--- src/rtl/seq_mux.sv ---
// seq_mux: N-channel valid/ready multiplexer, static select or round-robin scan.
// Optional out_par parity output enabled by defining SEQ_MUX_PARITY_EN.
module seq_mux #(
    parameter int N = 4,
    parameter int W = 1,
    localparam int SW = (N > 2) ? $clog2(N) : 1
) (
    input  logic           clk,
    input  logic           rst_n,
    input  logic [N*W-1:0] in_data,
    input  logic [N-1:0]   in_valid,
    output logic [N-1:0]   in_ready,
    input  logic [SW-1:0]  sel,
    input  logic           mode,
    output logic [W-1:0]   out_data,
    output logic [SW-1:0]  out_ch,
    output logic           out_valid,
    input  logic           out_ready,
    output logic           sel_err
`ifdef SEQ_MUX_PARITY_EN
    ,
    output logic           out_par
`endif
);

    localparam logic [SW:0] NL   = (SW+1)'(N);
    localparam logic [SW:0] LAST = NL - 1'b1;

    logic          ld;
    logic          c_ok;
    logic [SW-1:0] c;
    logic [SW-1:0] ptr;
    logic [SW-1:0] ptr_nxt;
    logic [W-1:0]  c_data;
    logic          c_valid;

    assign ld = !out_valid || out_ready;

    // Candidate channel, range check and next scan position
    always_comb begin
        c       = mode ? ptr : sel;
        c_ok    = {1'b0, c} < NL;
        ptr_nxt = ({1'b0, ptr} == LAST) ? '0 : ptr + 1'b1;
    end

    // Gather the candidate channel's data/valid and grant its ready
    always_comb begin
        c_data   = '0;
        c_valid  = 1'b0;
        in_ready = '0;
        for (int i = 0; i < N; i++) begin
            if (c == SW'(i)) begin
                c_data      = in_data[i*W +: W];
                c_valid     = in_valid[i];
                in_ready[i] = rst_n && ld && c_ok;
            end
        end
    end

    // Output register, scan pointer and sticky select error
    always_ff @(posedge clk or negedge rst_n) begin
        if (!rst_n) begin
            out_data  <= '0;
            out_ch    <= '0;
            out_valid <= 1'b0;
            ptr       <= '0;
            sel_err   <= 1'b0;
        end else if (ld) begin
            if (c_ok) begin
                out_data  <= c_data;
                out_ch    <= c;
                out_valid <= c_valid;
            end else begin
                out_valid <= 1'b0;
                sel_err   <= 1'b1;
            end
            ptr <= mode ? ptr_nxt : '0;
        end
    end

`ifdef SEQ_MUX_PARITY_EN
    // Parity of the loaded word, tracking out_data
    always_ff @(posedge clk or negedge rst_n) begin
        if (!rst_n) begin
            out_par <= 1'b0;
        end else if (ld && c_ok) begin
            out_par <= ^c_data;
        end
    end
`endif

endmodule

--- config.mk ---
export PLATFORM = sky130hd
export DESIGN_NAME = seq_mux
export DESIGN_NICKNAME = d
export VERILOG_FILES = /design/src/rtl/seq_mux.sv
export SDC_FILE = /design/constraint.sdc
export NUM_CORES = 1
export LEC_CHECK = 0
export CAP_MARGIN = 40
export CORE_AREA = 2 2 39 41
export DETAILED_ROUTE_END_ITERATION = 7
export DIE_AREA = 0 0 41 43
export PLACE_DENSITY = 0.71
export SYNTH_ARGS = -nofsm -noshare
export SYNTH_HDL_FRONTEND = slang
export SYNTH_SLANG_ARGS = --single-unit
export TNS_END_PERCENT = 5
--- constraint.sdc ---
create_clock -name clk -period 1.7 [get_ports clk]
set_input_delay 0.17 -clock clk [delete_from_list [all_inputs] [get_ports clk]]
set_output_delay 0.17 -clock clk [all_outputs]
set_load 0.01 [all_outputs]
==> results.cfg, run 1 <==
[drt]
drc = 0
wirelength_microns = 1190
vias = 513
first_pass_iters = 4
via_per_inst = 5.03
ant_nets = 0
drtIter0Drc = 11
wire_per_inst_microns = 11.7

[global_routing]
grt_pass1_vias = 502
gr-usage-all-layers = 0.169
grt.overflow.total = 0
grt_max_degree = 13
antenna_found_initial = 0
grt_pass1_wl_microns = 2010

[die]
die_y_microns = 43
core_area_sq_mm = 0.00138
rows = 14
dieArea_sq_mm = 0.00176
start_util = 0.324
die_x_microns = 41
io-pin-count = 23

[power]
cellInternalPower_w = 0.000443
ir_drop_mv = 0.342
seqPwrFrac = 0.354
switching_power_w = 0.000230
pwr-share-clk = 0.196
power.density_mw_per_mm2 = 885
switching_share = 0.342
leakage_nw = 0.345
combinationalPowerShare = 0.450

[sta]
max_freq_mhz = 627
min_period_ps = 1590
maxSlewViolCount = 0
fin_ws_ps = 106
rsz0062_at_grt = no
skew_ps = 0.666
setup_viol = 0
fin_crit_sh = 0.938
hold_viol_final = 0
tns_ps = 0

[layout]
fillers = 135
n_antenna_cell = 0
drive_gt1_frac = 0.209
final_cells = 102
nets = 103
area_delta_synth_final_pct = 69.6
postLayoutCoreUtil = 0.549

[yosys]
synthesis.nets = 70
avgSynthCellArea_sq_um = 8.14
syn_inst = 55
syn-cell-area_sq_um = 448
yosysSeqAreaShare = 0.335
ys_types = 27
ys_warn_count = 0
synth-seq-cells = 6

[place]
routabilityCongestion = 0.732
dpl.cell_count = 98
io_buffers = 21
hpwl_microns = 939
place_ws_ps = -215

[worst_setup_path]
crit_chain = nor2_1, a22o_1, nor2b_1, dlygate4sd2_1
path_depth = 4
cpPeakStageDelay_ps = 490
critPathMaxFanout = 8
end_kind = output port
path_buf_inv = 1
slowest_stage = dfrtp_1
startpoint_type = flop
cp-startpoint = ptr[1]
cp_data_required_time_ps = 1530
cp_top_family = flip-flops
cp.arrival_ps = 1420
worstRegToRegCells = 5
path_class = reg -> out
r2r_start = ptr[1]

[hold_path]
hp-class = in -> async

[clock_network]
clock_latency_ps = 240
cts_tree = done
clkTransAtPathRegs_ps = 40
cts_buffers = 3
clockBufferDepth = 2
cts.sinks = 6
cts_root_buffer = clkbuf_4
htreeDepth = 1

[outcome]
outcome = finished clean

[run]
drv_cap = 0
[cell usage in the layout (no fill, tap or decap)]
cell type | netlist | layout
clkdlybuf4s50_1 | 0 | 16
buf_4 | 1 | 10
nand2_1 | 5 | 5
nor2_1 | 6 | 5
dfrtp_1 | 6 | 5
nor2b_1 | 4 | 4
dlygate4sd2_1 | 0 | 4
nand3_1 | 3 | 3
nand3b_1 | 3 | 3
o21ai_0 | 3 | 3
clkbuf_4 | 0 | 3
nand2b_1 | 2 | 2
mux2i_1 | 2 | 2
o211ai_1 | 2 | 2
a31oi_1 | 2 | 2
inv_2 | 1 | 1
o21ai_1 | 1 | 1
nand2_2 | 1 | 1
o22ai_1 | 1 | 1
inv_1 | 1 | 1
nor2_2 | 0 | 1
a32oi_1 | 1 | 1
a22o_1 | 1 | 1
a21oi_1 | 1 | 1
o311a_1 | 1 | 1
o2bb2ai_1 | 1 | 1
a22oi_1 | 1 | 1
ha_1 | 1 | 1
conb_1 | 1 | 1
dlymetal6s2s_1 | 0 | 1
buf_6 | 1 | 1
dfrtp_2 | 0 | 1
[power groups by stage]
stage               combinational [W]  clock [W]  sequential [W]
finish                       0.000302   0.000132        0.000238
global route                 0.000337   0.000148        0.000247
CTS                          0.000300   0.000138        0.000238
detailed placement           0.000305          0        0.000239
global placement             0.000299          0        0.000238
floorplan                    0.000149          0        0.000230
[through the flow]
| step | area (sq um) | hold WS (ps) | power, W |
|---|---|---|---|
| after floorplan | 448 | -126 | 0.000379 |
| after global placement | 724 | 499 | 0.000537 |
| after detailed placement | 724 | 494 | 0.000543 |
| after CTS | 743 | 235 | 0.000676 |
| after global routing | 759 | 255 | 0.000733 |
| final | 759 | 232 | 0.000672 |
[kinds of logic (layout without fill, tap and decap cells)]
group           Yosys count  count (layout)  share of synthesized area
simple gates             24              24                      0.274
compound gates           15              15                      0.229
flops                     6               6                      0.335
buf+inv                   6              37                     0.0810
mux                       2               2                     0.0447
fa+ha+maj                 1               1                     0.0279
other cells               1               1                    0.00837
[worst paths after layout]
kind / endpoint / slack, ps
worst max-delay path: in_ready[0] / 110
worst min-delay path: out_ch[1] / 230
worst max register to register: out_valid / 400
worst min register to register: out_ch[0] / 530
max in group asynchronous: ptr[0] / 1340
min in group clk: out_ch[1] / 340
[timing repair]
item / CTS / global route
hold endpoints to repair: 0 / 0
setup endpoints to repair: 4 / 3
hold buffers: 0 / 0
gates resized for setup: 5 / 3
buffers inserted: 0 / 1
[metal layers]
layer | part of all wire | wire (microns) | track usage
met5 | 0 | 0 | 0
met1 | 0.47 | 561 | 0.227
met2 | 0.48 | 576 | 0.241
met4 | 0 | 0 | 0.100
met3 | 0.045 | 54 | 0.0314
[cell usage after synthesis (all sizes together)]
library cell / n / area (sq um)
nand2: 6 / 25.0
a31oi: 2 / 12.5
mux2i: 2 / 20.0
nand3b: 3 / 22.5
o211ai: 2 / 15.0
dfrtp: 6 / 150
ha: 1 / 12.5
o311a: 1 / 10.0
o22ai: 1 / 6.26
conb: 1 / 3.75
nand2b: 2 / 12.5
a21oi: 1 / 5.00
a32oi: 1 / 8.76
inv: 2 / 7.50
nor2b: 4 / 25.0
o21ai: 4 / 20.0
a22oi: 1 / 7.51
a22o: 1 / 8.76
buf: 4 / 28.8
o2bb2ai: 1 / 8.76
nor2: 6 / 22.5
nand3: 3 / 15.0
[final cells by class]
| cell class | count | area [sq um] | share of cell area |
|---|---|---|---|
| inverters | 2 | 7.51 | 0.00988 |
| flip-flops and latches | 6 | 151 | 0.199 |
| repair buffers | 32 | 294 | 0.387 |
| clock buffers | 3 | 22.5 | 0.0297 |
| multi-input cells | 43 | 264 | 0.348 |
| well taps | 16 | 20.0 | 0.0264 |
[registers in the layout, indices dropped and copies added (netlist names)]
name	cells
out_ch	2
ptr	2
out_data	1
out_valid	1
(Power assumes the default switching activity.)
==> inputs of run 2 (changes only) <==
- PLACE_DENSITY: 0.71 -> 0.78
==> results.cfg, run 2 (synthesized netlist as in run 1, its figures left out) <==
[worst_setup_path]
slowest_stage = dfrtp_2
worstRegToRegCells = 6
critPathMaxFanout = 7
cp_data_required_time_ps = 1530
r2r_start = ptr[0]
end_kind = output port
startpoint_type = flop
crit_chain = buf_4, a32oi_1, nor2_1, dlygate4sd2_1
path_class = reg -> out
reg2reg_to = out_valid
r2r_slack_ps = 410
cp.arrival_ps = 1410
cpPeakStageDelay_ps = 460

[power]
leakage_nw = 0.354
ir_drop_mv = 0.306
power.density_mw_per_mm2 = 919

[drt]
drc = 0
drtIter0Drc = 9
vias = 538
via_per_inst = 5.12
wire_per_inst_microns = 12.2
first_pass_iters = 4
ant_nets = 0
wirelength_microns = 1280

[layout]
postLayoutCoreUtil = 0.562
final_cell_mix = 15 x clkdlybuf4s50_1, 14 x buf_4, 6 x nor2_1, 6 x dlygate4sd2_1, 5 x nand2_1
area_delta_synth_final_pct = 73.7
regArea_sq_um = 153
nets = 106
multiInputGateArea_sq_um = 268
top_regs = out_ch: 2 flops, ptr: 2 flops
final_cells = 105
drive_gt1_frac = 0.247
design_area_sq_um = 778
layout_commonest_cell = clkdlybuf4s50_1
n_antenna_cell = 0
fillers = 127

[sta]
setup_viol = 0
max_freq_mhz = 634
maxSlewViolCount = 0
whs_ps = 222
fin_crit_sh = 0.928
min_period_ps = 1580
fin_ws_ps = 122
skew_ps = 4.50
hold_viol_final = 0
rsz0062_at_grt = no

[clock_network]
clkTransAtPathRegs_ps = 50
htreeDepth = 1
clockBufferDepth = 2
cts_buffers = 3
ctsHoldBuffers = 0
cts_root_buffer = clkbuf_4
cts_tree = done
clock_latency_ps = 250
cts.sinks = 6

[place]
dpl.cell_count = 99
place_ws_ps = -236
routabilityCongestion = 0.795
io_buffers = 21
placed_area_sq_um = 732
hpwl_microns = 989

[die]
core_area_sq_mm = 0.00138
io-pin-count = 23
dieArea_sq_mm = 0.00176
rows = 14
die_y_microns = 43
die_x_microns = 41
start_util = 0.324

[global_routing]
gr-usage-all-layers = 0.180
grt_max_degree = 13
grt.overflow.total = 0
grt_pass1_vias = 483
antenna_found_initial = 0
grt_pass1_wl_microns = 2070

[outcome]
outcome = finished clean

[run]
drv_cap = 0

[hold_path]
hp-class = in -> async
## run 2: cell types whose count changed in the layout (fill, tap and decap cells not counted)
cell / previous run / this run
buf_4: 10 / 14
buf_6: 1 / 0
clkdlybuf4s50_1: 16 / 15
dfrtp_1: 5 / 4
dfrtp_2: 1 / 2
dlygate4sd2_1: 4 / 6
dlymetal6s2s_1: 1 / 0
nor2_1: 5 / 6
nor2_2: 1 / 0
o22ai_1: 1 / 0
o22ai_2: 0 / 1
## run 2: routing by layer
metal	GRT usage	wire, microns	share of wire
met1	0.219	509	0.40
met5	0	0	0
met3	0.0314	67	0.052
met2	0.272	660	0.52
met4	0.120	40	0.031
## run 2: through the flow
stage	total power (W)	TNS (ps)
finish	0.000715	0
global route	0.000769	0
CTS	0.000718	0
detailed placement	0.000549	-778
global placement	0.000533	-667
floorplan	0.000379	0
## run 2: cell type report
| cell class | instances | area share |
|---|---|---|
| Tap cell | 16 | 0.0257 |
| Sequential cell | 6 | 0.196 |
| Multi-Input combinational cell | 43 | 0.344 |
| Timing Repair Buffer | 35 | 0.395 |
| Inverter | 2 | 0.00965 |
| Clock buffer | 3 | 0.0289 |
## run 2: repair_timing
item / 4_1_cts / 5_1_grt
gates resized for setup: 9 / 0
endpoints found under the setup margin: 4 / 0
buffers inserted: 3 / 0
## run 2: power by group
part	switching, W	internal, W
clock network	0.0000560	0.0000802
logic	0.000142	0.000202
registers	0.0000466	0.000188
total	0.000245	0.000470
## run 2: how the worst max path moves through the flow
stage                      start          end  slack, ps
after detailed placement    mode  in_ready[2]       -240
final                     ptr[0]  in_ready[1]        120
after floorplan           ptr[0]  in_ready[0]        570
after global routing      ptr[0]  in_ready[1]         60
after CTS                 ptr[0]  in_ready[1]        130
after global placement      mode  in_ready[2]       -190
## run 2: critical path: cells and delay by family (launching register included)
| family | cells | cell delay, ps |
|---|---|---|
| and+or+nand+nor | 1 | 60 |
| AOI/OAI and AO/OA | 1 | 210 |
| DFF | 1 | 460 |
| buffers and inverters | 2 | 440 |
